File: src/rtl/rotor_stepper.sv
// -----------------------------------------------------------------------------
// rotor_stepper
//
// Stepping controller for a three-rotor (left/middle/right) cipher chain.
// Each accepted keypress advances the rotor positions by the odometer
// turnover rule, including the middle-rotor double step. After stepping, the
// controller waits SETTLE_CYCLES cycles so the combinational rotor/reflector
// path can settle on the new positions. It then strobes valid for one cycle.
//
// Parameters
//   NOTCH_R        right-rotor turnover position; the middle rotor steps when
//                  the right rotor is at this position
//   NOTCH_M        middle-rotor turnover position; the left and middle rotors
//                  step when the middle rotor is at this position
//   SETTLE_CYCLES  cycles (>=1) of settle time between the step and valid
//
// Ports
//   clk        in   1  clock; all state changes on the rising edge
//   rst        in   1  synchronous, active-high reset
//   key_valid  in   1  keypress request; accepted when key_valid & ready
//   ready      out  1  high in IDLE only
//   load       in   1  load initial positions; highest priority, any state
//   load_l     in   5  left position to load (values >=26 load 0)
//   load_m     in   5  middle position to load (values >=26 load 0)
//   load_r     in   5  right position to load (values >=26 load 0)
//   pos_l      out  5  left rotor position, 0..25, registered
//   pos_m      out  5  middle rotor position, 0..25, registered
//   pos_r      out  5  right rotor position, 0..25, registered
//   valid      out  1  one-cycle strobe: positions stepped and path settled
// -----------------------------------------------------------------------------
module rotor_stepper #(
   parameter int NOTCH_R       = 21,
   parameter int NOTCH_M       = 4,
   parameter int SETTLE_CYCLES = 1
) (
   input  logic       clk,
   input  logic       rst,
   input  logic       key_valid,
   output logic       ready,
   input  logic       load,
   input  logic [4:0] load_l,
   input  logic [4:0] load_m,
   input  logic [4:0] load_r,
   output logic [4:0] pos_l,
   output logic [4:0] pos_m,
   output logic [4:0] pos_r,
   output logic       valid
);

   localparam int CNT_W = (SETTLE_CYCLES > 1) ? $clog2(SETTLE_CYCLES) : 1;
   localparam logic [CNT_W-1:0] SETTLE_LOAD = CNT_W'(SETTLE_CYCLES - 1);
   localparam logic [4:0] NOTCH_R_V = 5'(NOTCH_R);
   localparam logic [4:0] NOTCH_M_V = 5'(NOTCH_M);

   typedef enum logic [1:0] {
      IDLE   = 2'd0,
      SETTLE = 2'd1,
      DONE   = 2'd2
   } state_t;

   state_t           state, state_n;
   logic [CNT_W-1:0] cnt, cnt_n;
   logic [4:0]       pos_l_n, pos_m_n, pos_r_n;

   // Increment modulo 26.
   function automatic logic [4:0] inc26(input logic [4:0] p);
      return (p >= 5'd25) ? 5'd0 : p + 5'd1;
   endfunction

   // Out-of-range load values collapse to position 0.
   function automatic logic [4:0] clamp26(input logic [4:0] p);
      return (p > 5'd25) ? 5'd0 : p;
   endfunction

   always_ff @(posedge clk) begin
      if (rst) begin
         state <= IDLE;
         cnt   <= '0;
         pos_l <= 5'd0;
         pos_m <= 5'd0;
         pos_r <= 5'd0;
      end else begin
         state <= state_n;
         cnt   <= cnt_n;
         pos_l <= pos_l_n;
         pos_m <= pos_m_n;
         pos_r <= pos_r_n;
      end
   end

   always_comb begin
      state_n = state;
      cnt_n   = cnt;
      pos_l_n = pos_l;
      pos_m_n = pos_m;
      pos_r_n = pos_r;
      ready   = (state == IDLE);
      valid   = (state == DONE);

      if (load) begin
         // Load overrides everything: it aborts any in-flight step (so no
         // valid follows) and swallows a keypress on the same edge.
         pos_l_n = clamp26(load_l);
         pos_m_n = clamp26(load_m);
         pos_r_n = clamp26(load_r);
         state_n = IDLE;
         cnt_n   = '0;
      end else begin
         case (state)
            IDLE: begin
               if (key_valid) begin
                  // All three decisions use the pre-step positions. The middle
                  // rotor also steps when it sits on its own notch; this is
                  // the double step.
                  pos_r_n = inc26(pos_r);
                  if ((pos_r == NOTCH_R_V) || (pos_m == NOTCH_M_V))
                     pos_m_n = inc26(pos_m);
                  if (pos_m == NOTCH_M_V)
                     pos_l_n = inc26(pos_l);
                  state_n = SETTLE;
                  cnt_n   = SETTLE_LOAD;
               end
            end
            SETTLE: begin
               if (cnt == '0)
                  state_n = DONE;
               else
                  cnt_n = cnt - 1'b1;
            end
            DONE: begin
               state_n = IDLE;
            end
            default: begin
               state_n = IDLE;
               cnt_n   = '0;
            end
         endcase
      end
   end

endmodule

File: config.mk
export PLATFORM = sky130hd
export DESIGN_NAME = rotor_stepper
export DESIGN_NICKNAME = d
export VERILOG_FILES = /design/src/rtl/rotor_stepper.sv
export SDC_FILE = /design/constraint.sdc
export NUM_CORES = 1
export LEC_CHECK = 0
export CELL_PAD_IN_SITES_DETAIL_PLACEMENT = 1
export CELL_PAD_IN_SITES_GLOBAL_PLACEMENT = 2
export CORE_MARGIN = 5
export CORE_UTILIZATION = 29
export CTS_CLUSTER_DIAMETER = 40
export DETAILED_ROUTE_END_ITERATION = 16
export GPL_TIMING_DRIVEN = 0
export PLACE_DENSITY = 0.9
export SLEW_MARGIN = 20
export SYNTH_ARGS = -nofsm -noshare
export SYNTH_HDL_FRONTEND = slang
export SYNTH_SLANG_ARGS = --single-unit
File: constraint.sdc
create_clock -name clk -period 3.95 [get_ports clk]
set_input_delay 0.79 -clock clk [delete_from_list [all_inputs] [get_ports clk]]
set_output_delay 0.79 -clock clk [all_outputs]
set_load 0.02 [all_outputs]
==> flow_metrics.tcl, run 1 <==
set metrics [dict create \
    drv_cap 0 \
    period_share 0.6419 \
    placedCellCount 219 \
    path_clk_slew_ns 0.06 \
    netSwitchingFraction 0.3239 \
    routabilityCongestion 0.8174 \
    core-area_sq_um 4000 \
    start_kind "input pin" \
    power_frac_seq 0.419 \
    hold_class "flip-flop to flip-flop" \
    intPower_uw 334.7 \
    grt_util_met3 0.02297 \
    synth_top_cell_area_share 0.2860 \
    cts-buffers-inserted 3 \
    grt_usage 0.1413 \
    met1_usage 0.1638 \
    dr_total_vias 1235 \
    die_y_microns 74.06 \
    setup_violations 0 \
    worst_setup_path_end_kind "flip-flop" \
    io_pins 36 \
    reg2reg_from "pos_m[0]" \
    leakage_uw 0.0005935 \
    clockBufferDepth 2 \
    tns_ns 0 \
    synth_area_leaders "dfxtp_1, ha_1, a211oi_2, a21oi_1, a32oi_1" \
    layout_commonest_cell "clkdlybuf4s50_1" \
    drt-vias-per-instance 5.538 \
    async_flop_share 0 \
    ctsHoldBuffers 0 \
    power.density_nw_per_um2 302.2 \
    synth_area_per_cell_sq_um 8.814 \
    cts.sinks 17 \
    ant_nets 0 \
    hold_viol_final 0 \
    wl_per_cell_microns 16.78 \
    antenna_found_initial 0 \
    dieArea_sq_um 5484 \
    post-cts-setup-buffers 0 \
    syn_inst 135 \
    rsz0062_at_grt "false" \
    fin_crit_ns 2.535 \
    ys_types 42 \
    yosysWarnings 0 \
    ir_worst_vdd_uv 121.8 \
    r2r_slack_ns 1.94 \
    crit_start "load" \
    holdCritStartpoint "state[1]" \
    drive_gt1_frac 0.09249 \
    initial_core_util 0.2975 \
    worstPathArrival_ns 2.65 \
    cts.repair.resized 0 \
    worst_pin_slew_ns 0.6064 \
    final_cell_mix "clkdlybuf4s50_1, dfxtp_1, a21oi_1, nand3_1" \
    grt_pass1_wl_microns 6127 \
    port-buffer-count 34 \
    drtPass1Iterations 4 \
    worstPathMaxFanout 10 \
    fin_nets 200 \
    drc_errors 0 \
    required_ns 4.06 \
    drtIter0Drc 58 \
    rows 23 \
    grt_overflow 0 \
    syn_to_final_growth_pct 37.64 \
    clock_latency_ns 0.25 \
    syn_nets 161 \
    fin_cells 223 \
    synth_seq_area_share 0.2860 \
    yosysTopAreaCell "dfxtp_1" \
    utilization 0.4094 \
    max_freq_ghz 0.3944 \
    switchingPower_uw 160.3 \
    cts_tree "built" \
    critical_path_class "input pin to flip-flop" \
    top_usage_layer "met2" \
    diodes 0 \
    combPwrFrac 0.321 \
    relSlewSlack 0.5957 \
    status "complete, no violations" \
    cts_max_level 1 \
    synth_area_sq_um 1190 \
    clockPowerShare 0.259 \
    synth-edff-count 0 \
    ys.flop_type "dfxtp_1" \
    synth_seq_cells 17 \
    slew_violations 0 \
    hpwl_microns 3015 \
    grt_pass1_vias 1280 \
    clock_skew_ns 0.0004853 \
    wl_microns 3743 \
    met2_usage 0.2648 \
    grt_max_degree 11 \
    die_w_microns 74.06 \
    clockRootBuffer "clkbuf_8" \
]
## Yosys cell counts, types with 2 or more instances
cell type  number
a211oi_2        6
a21oi_1         9
a22oi_1         4
a311oi_1        3
a31oi_1         4
a32oi_1         5
and3_1          3
buf_2           2
clkbuf_1        5
dfxtp_1        17
ha_1            7
inv_1           7
nand2_1         3
nand2b_1        3
nand3_1         8
nor2_1          5
nor2b_1         3
nor3_1          2
nor3b_1         4
o211a_1         2
o211ai_1        3
o21ai_0         6
o31ai_1         2
or4_1           2
xnor2_1         3
## worst max-delay path, stage by stage
cell and delay (ns):
clkdlybuf4s50_1 0.47, clkbuf_1 0.44, clkbuf_1 0.46, nor2_1 0.18, a32oi_1 0.22, a21oi_1 0.08
## flip-flops by register name (all words and copies together), names as in the netlist
name,flops
pos_m,5
state,2
pos_r,5
pos_l,5
## logic make-up (layout without fill, tap and decap cells)
logic type      Yosys count  after routing  synth area share
compound gates           52             52            0.3512
xor+xnor                  4              4           0.02945
fa+ha+maj                 7              7           0.07360
buf+inv                  14             52           0.04627
flops                    17             17            0.2860
simple gates             41             41            0.2135
## power by group through the flow
stage | Combinational, uW | Clock [uW] | Sequential [uW]
floorplan | 78.5 | 0 | 221
global placement | 155 | 0 | 210
detailed placement | 160 | 0 | 211
CTS | 161 | 133 | 207
global route | 172 | 141 | 210
finish | 159 | 128 | 208
## final timing paths
kind | cells after the start | to
min | 1 | state[1]
min reg2reg | 1 | state[1]
max reg2reg | 6 | pos_l[1]
max | 6 | pos_r[2]
## metrics by stage
step	hold slack [ns]	cell area (sq um)	worst slack (ns)	total power, uW
after floorplan	0.4531	1190	2.059	299.9
after global placement	0.4660	1593	1.161	365.0
after detailed placement	0.4894	1593	1.175	371.1
after CTS	0.4989	1638	1.412	501.7
after global routing	0.5240	1638	1.272	523.5
final	0.5011	1638	1.415	495.0
## layer usage
metal	part of all wire	vias up
met3	0.039	6
met4	0.0099	0
met2	0.51	36
met5	0	-
li1	-	605
met1	0.44	588
## cell type report
class                      instances  area, sq um
buffer                             7        28.78
clock buffer                       4        45.04
fill                             446         2362
inverter                           7        26.28
multi-input combinational        104        794.5
sequential                        17        340.3
tap                               50        62.56
timing repair buffer              34        340.3
(Power assumes the default switching activity.)
==> run 2: changes to the inputs <==
--- a/config.mk
+++ b/config.mk
@@ -8,11 +8,11 @@
 export CELL_PAD_IN_SITES_DETAIL_PLACEMENT = 1
 export CELL_PAD_IN_SITES_GLOBAL_PLACEMENT = 2
 export CORE_MARGIN = 5
-export CORE_UTILIZATION = 29
+export CORE_UTILIZATION = 27
 export CTS_CLUSTER_DIAMETER = 40
 export DETAILED_ROUTE_END_ITERATION = 16
 export GPL_TIMING_DRIVEN = 0
-export PLACE_DENSITY = 0.9
+export PLACE_DENSITY = 0.85
 export SLEW_MARGIN = 20
 export SYNTH_ARGS = -nofsm -noshare
 export SYNTH_HDL_FRONTEND = slang
==> constraint.sdc (replaced) <==
create_clock -name clk -period 2.5 [get_ports clk]
set_input_delay 0.5 -clock clk [delete_from_list [all_inputs] [get_ports clk]]
set_output_delay 0.5 -clock clk [all_outputs]
set_load 0.02 [all_outputs]
==> run 2 against run 1 <==
Against the previous run: critical path depth fell by 1; utilization fell by 3.0 points; worst setup slack got worse by 1.1 ns; largest cell class unchanged; first-iteration DRC count fell by 1.7%; highest routed layer unchanged; sequential share of layout area barely moved; non-clock buffer count did not move; sequential power rose by 57%; die area rose by 6.4%.
==> flow_metrics.tcl, run 2 (same netlist as run 1, synthesis figures left out) <==
set metrics [dict create \
    grt_usage 0.1349 \
    rows 24 \
    power_uw 794.7 \
    core-area_sq_um 4324 \
    period_share 0.8778 \
    drt-vias-per-instance 5.547 \
    diodes 0 \
    reg.largest.list "pos_l (5), pos_m (5), pos_r (5)" \
    worstPathArrival_ns 2.31 \
    initial_core_util 0.2752 \
    wl_met1_microns 1657 \
    cts_tree "built" \
    grt_max_degree 11 \
    drtIter0Drc 57 \
    wl_per_cell_microns 17.11 \
    layout_commonest_cell "clkdlybuf4s50_1" \
    reg2reg_from "pos_m[0]" \
    top_layer "met4" \
    grt_pass1_wl_microns 6699 \
    die_w_microns 76.39 \
    worst_setup_path_end_kind "flip-flop" \
    worst_pin_slew_ns 0.6696 \
    cp_top_family "compound AO/OA/AOI/OAI gates" \
    rsz0062_at_grt "false" \
    antenna_found_initial 0 \
    cts_max_level 1 \
    ctsHoldBuffers 0 \
    hold_viol_final 0 \
    min_path_cells 1 \
    path_clk_slew_ns 0.07 \
    hpwl_microns 3066 \
    dr_wl_met3_microns 222 \
    crit_slowest_cell "nor3b_1" \
    r2r_cells 6 \
    cts-buffers-inserted 3 \
    hold_class "flip-flop to flip-flop" \
    holdPathEnd "state[1]" \
    grt_overflow 0 \
    crit_path_max_incr_delay_ns 0.57 \
    leakage_uw 0.0005935 \
    holdCritStartpoint "state[1]" \
    dieArea_sq_um 5835 \
    required_ns 2.61 \
    drtPass1Iterations 4 \
    cts.sinks 17 \
    port-buffer-count 34 \
    routed-wl-met2_microns 1927 \
    max_freq_ghz 0.4557 \
    clock_skew_ns 0.002511 \
    r2r_slack_ns 0.49 \
    syn_to_final_growth_pct 37.85 \
    ir_worst_vdd_uv 150.9 \
    r2r_end "pos_l[1]" \
    worst_slack_ns 0.3055 \
    dr_total_vias 1248 \
    drive_gt1_frac 0.09249 \
    clockBufferDepth 2 \
    fillerInstances 525 \
    io_pins 36 \
    routabilityCongestion 0.8099 \
    clock_latency_ns 0.25 \
    fin_crit_ns 2.194 \
    drv_cap 0 \
    place_ws_ns 0.04063 \
    status "complete, no violations" \
    start_kind "input pin" \
    setup_violations 0 \
    ant_nets 0 \
    critPathBufInv 1 \
    post-cts-setup-buffers 0 \
    fin_nets 200 \
    wl_microns 3849 \
    worstPathMaxFanout 7 \
    cts.repair.resized 0 \
    grt_pass1_vias 1360 \
    slew_violations 0 \
    worstPathCellList "clkdlybuf4s50_1 > nor3b_1 > a21oi_1 > a32oi_1 > o31ai_1" \
    die_y_microns 76.39 \
    power.density_nw_per_um2 484.5 \
    final_cell_mix "clkdlybuf4s50_1, dfxtp_1, a21oi_1, nand3_1" \
    clockRootBuffer "clkbuf_8" \
    relSlewSlack 0.5526 \
    drc_errors 0 \
    critical_path_class "input pin to flip-flop" \
]
[run 2: cell counts in the layout (fill, tap and decap cells not counted)]
Identical to the previous run, type by type.
[run 2: final cells by class]
class	instances	area [sq um]	area share
inverters	7	26.28	0.01602
multi-input cells	104	794.5	0.4844
plain buffers	7	28.78	0.01754
well taps	52	65.06	0.03966
clock buffers	4	45.04	0.02746
repair buffers	34	340.3	0.2075
flip-flops and latches	17	340.3	0.2075
[run 2: stage by stage]
| step | TNS, ns | cell area, sq um | std cells | hold slack (ns) | util |
|---|---|---|---|---|---|
| finish | 0 | 1640 | 225 | 0.5225 | 0.3793 |
| global route | 0 | 1640 | 225 | 0.5648 | 0.3793 |
| CTS | 0 | 1640 | 225 | 0.5286 | 0.3793 |
| detailed placement | 0 | 1595 | 221 | 0.5167 | 0.3689 |
| global placement | -0.001479 | 1595 | 221 | 0.4993 | 0.3689 |
| floorplan | 0 | 1190 | 135 | 0.4531 | - |
[run 2: worst max-delay path by stage]
stage                     depth (start not counted)       from       end  slack [ns]
after detailed placement                          6       load  pos_r[2]        0.04
final                                             5  key_valid  pos_l[4]        0.31
after CTS                                         6       load  pos_r[2]        0.32
after global placement                            6       load  pos_r[2]      -0.001
after floorplan                                   7   pos_m[0]  pos_m[0]        0.62
after global routing                              6       load  pos_r[2]        0.12
[run 2: where the power goes]
part | switching [uW] | leakage (uW) | total, uW | internal [uW]
Combinational | 131 | 0.000431 | 255 | 124
Clock | 99.9 | 0.0000228 | 213 | 113
Sequential | 34.6 | 0.000140 | 327 | 292
Total | 265 | 0.000594 | 795 | 529
[run 2: layer usage]
metal	up-vias	track usage
li1	607	-
met1	602	0.1631
met3	5	0.03428
met5	-	0
met2	34	0.2354
met4	0	0.03497
[run 2: worst register-to-register path, stage by stage (launching register included)]
cell and delay, ns:
dfxtp_1 0.43, inv_1 0.11, ha_1 0.20, and4bb_1 0.25, a21oi_1 0.54, a31oi_1 0.11, a221oi_1 0.28
==> run 3: changes to the inputs <==
--- a/config.mk
+++ b/config.mk
@@ -12,6 +12,7 @@
 export CTS_CLUSTER_DIAMETER = 40
 export DETAILED_ROUTE_END_ITERATION = 16
 export GPL_TIMING_DRIVEN = 0
+export MAX_ROUTING_LAYER = met4
 export PLACE_DENSITY = 0.85
 export SLEW_MARGIN = 20
 export SYNTH_ARGS = -nofsm -noshare
==> run 3 against run 2 <==
Against the previous run: sequential share of layout area did not move; clock power hardly changed; clock skew about the same; final cell count unchanged; critical path depth is 1 higher; wire length up 0.23%; worst hold slack worse by 0.00052 ns; worst setup slack got worse by 0.028 ns; power is essentially flat.
==> flow_metrics.tcl, run 3 (same netlist as run 1, synthesis figures left out) <==
set metrics [dict create \
    worst_setup_path_end_kind "flip-flop" \
    drive_gt1_frac 0.09249 \
    final_cell_mix "clkdlybuf4s50_1, dfxtp_1, a21oi_1, nand3_1" \
    ant_nets 0 \
    leakage_uw 0.0005935 \
    wl_per_cell_microns 17.15 \
    path_clk_slew_ns 0.07 \
    placedCellCount 221 \
    finalInstanceArea_sq_um 1640 \
    grt_pass1_vias 1362 \
    r2r_slack_ns 0.47 \
    r2r_end "pos_l[1]" \
    power_frac_seq 0.411 \
    io_pins 36 \
    clockPowerShare 0.268 \
    worstPathMaxFanout 10 \
    hold_viol_final 0 \
    fin_cells 225 \
    required_ns 2.62 \
    fin_hold_ws_ns 0.5220 \
    hpwl_microns 3066 \
    clock_skew_ns 0.002132 \
    dr_total_vias 1249 \
    antenna_found_initial 0 \
    ctsHoldBuffers 0 \
    wl_microns 3858 \
    grt_usage 0.1388 \
    drtPass1Iterations 4 \
    initial_core_util 0.2752 \
    cts_max_level 1 \
    reg2reg_from "pos_m[0]" \
    status "complete, no violations" \
    crit_end "pos_r[2]" \
    relSlewSlack 0.5542 \
    grt_pass1_wl_microns 6699 \
    crit_start "load" \
    period_share 0.8891 \
    fin_crit_ns 2.223 \
    clockBufferDepth 2 \
    worst_pin_slew_ns 0.6672 \
    top_usage_layer "met2" \
    clock_latency_ns 0.25 \
    cts_tree "built" \
    worstPathArrival_ns 2.34 \
    drc_errors 0 \
    syn_to_final_growth_pct 37.85 \
    hold_class "flip-flop to flip-flop" \
    core-area_sq_um 4324 \
    intPower_uw 529.2 \
    power.density_nw_per_um2 484.6 \
    grt_util_met3 0.02955 \
    routabilityCongestion 0.8218 \
    post-cts-setup-buffers 0 \
    met1_usage 0.1674 \
    drv_cap 0 \
    rows 24 \
    met2_usage 0.2346 \
    setup_violations 0 \
    tns_ns 0 \
    drt-vias-per-instance 5.551 \
    power_uw 794.8 \
    cts-buffers-inserted 3 \
    cts.sinks 17 \
    max_freq_ghz 0.4499 \
    combPwrFrac 0.321 \
    die_w_microns 76.39 \
    port-buffer-count 34 \
    drtIter0Drc 64 \
    dieArea_sq_um 5835 \
    cts.repair.resized 0 \
    layout_commonest_cell "clkdlybuf4s50_1" \
    slew_violations 0 \
    ir_worst_vdd_uv 150.1 \
    r2r_cells 6 \
    switchingPower_uw 265.6 \
    clockRootBuffer "clkbuf_8" \
    grt_max_degree 11 \
    reg.largest.list "pos_l (5), pos_m (5), pos_r (5)" \
    diodes 0 \
    grt_overflow 0 \
    start_kind "input pin" \
    fin_nets 200 \
    rsz0062_at_grt "false" \
    placed_area_sq_um 1595 \
    netSwitchingFraction 0.3342 \
    die_y_microns 76.39 \
    critical_path_class "input pin to flip-flop" \
]
==> run 3: cell counts in the layout (fill, tap and decap cells not counted) <==
No cell type changed its count.
==> run 3: worst max-delay path, cell delays in order <==
cell and delay [ns]:
clkdlybuf4s50_1 0.47, clkbuf_1 0.44, clkbuf_1 0.45, nor2_1 0.18
a32oi_1 0.21, a21oi_1 0.08
==> run 3: cell type report <==
class	instances	area (sq um)
Sequential cell	17	340.3
Multi-Input combinational cell	104	794.5
Tap cell	52	65.06
Inverter	7	26.28
Buffer	7	28.78
Timing Repair Buffer	34	340.3
Fill cell	525	2684
Clock buffer	4	45.04
==> run 3: layer usage <==
metal	share of wire	wire, microns
met1	0.45	1719
met2	0.50	1929
met3	0.043	165
met4	0.011	43
met5	0	0
==> run 3: worst min path at each step <==
stage,startpoint,cells after the start,slack [ns],to
CTS,state[1],1,0.53,state[1]
global placement,state[1],1,0.50,state[1]
detailed placement,state[1],1,0.52,state[1]
finish,state[1],1,0.52,state[1]
global route,state[1],1,0.56,state[1]
floorplan,state[1],1,0.45,state[1]
==> run 3: power by group through the flow <==
stage / Clock (uW) / Sequential (uW) / Combinational, uW
2_1_floorplan: 0 / 350 / 124
3_3_place_gp: 0 / 331 / 247
3_5_place_dp: 0 / 333 / 257
4_1_cts: 220 / 327 / 258
5_1_grt: 229 / 333 / 279
6_report: 213 / 327 / 255
==> run 3: metrics by stage <==
step / worst slack [ns] / utilization
after global placement: -0.001479 / 0.3689
after floorplan: 0.6226 / -
after CTS: 0.3180 / 0.3793
final: 0.2773 / 0.3793
after detailed placement: 0.04063 / 0.3689
after global routing: 0.1055 / 0.3793
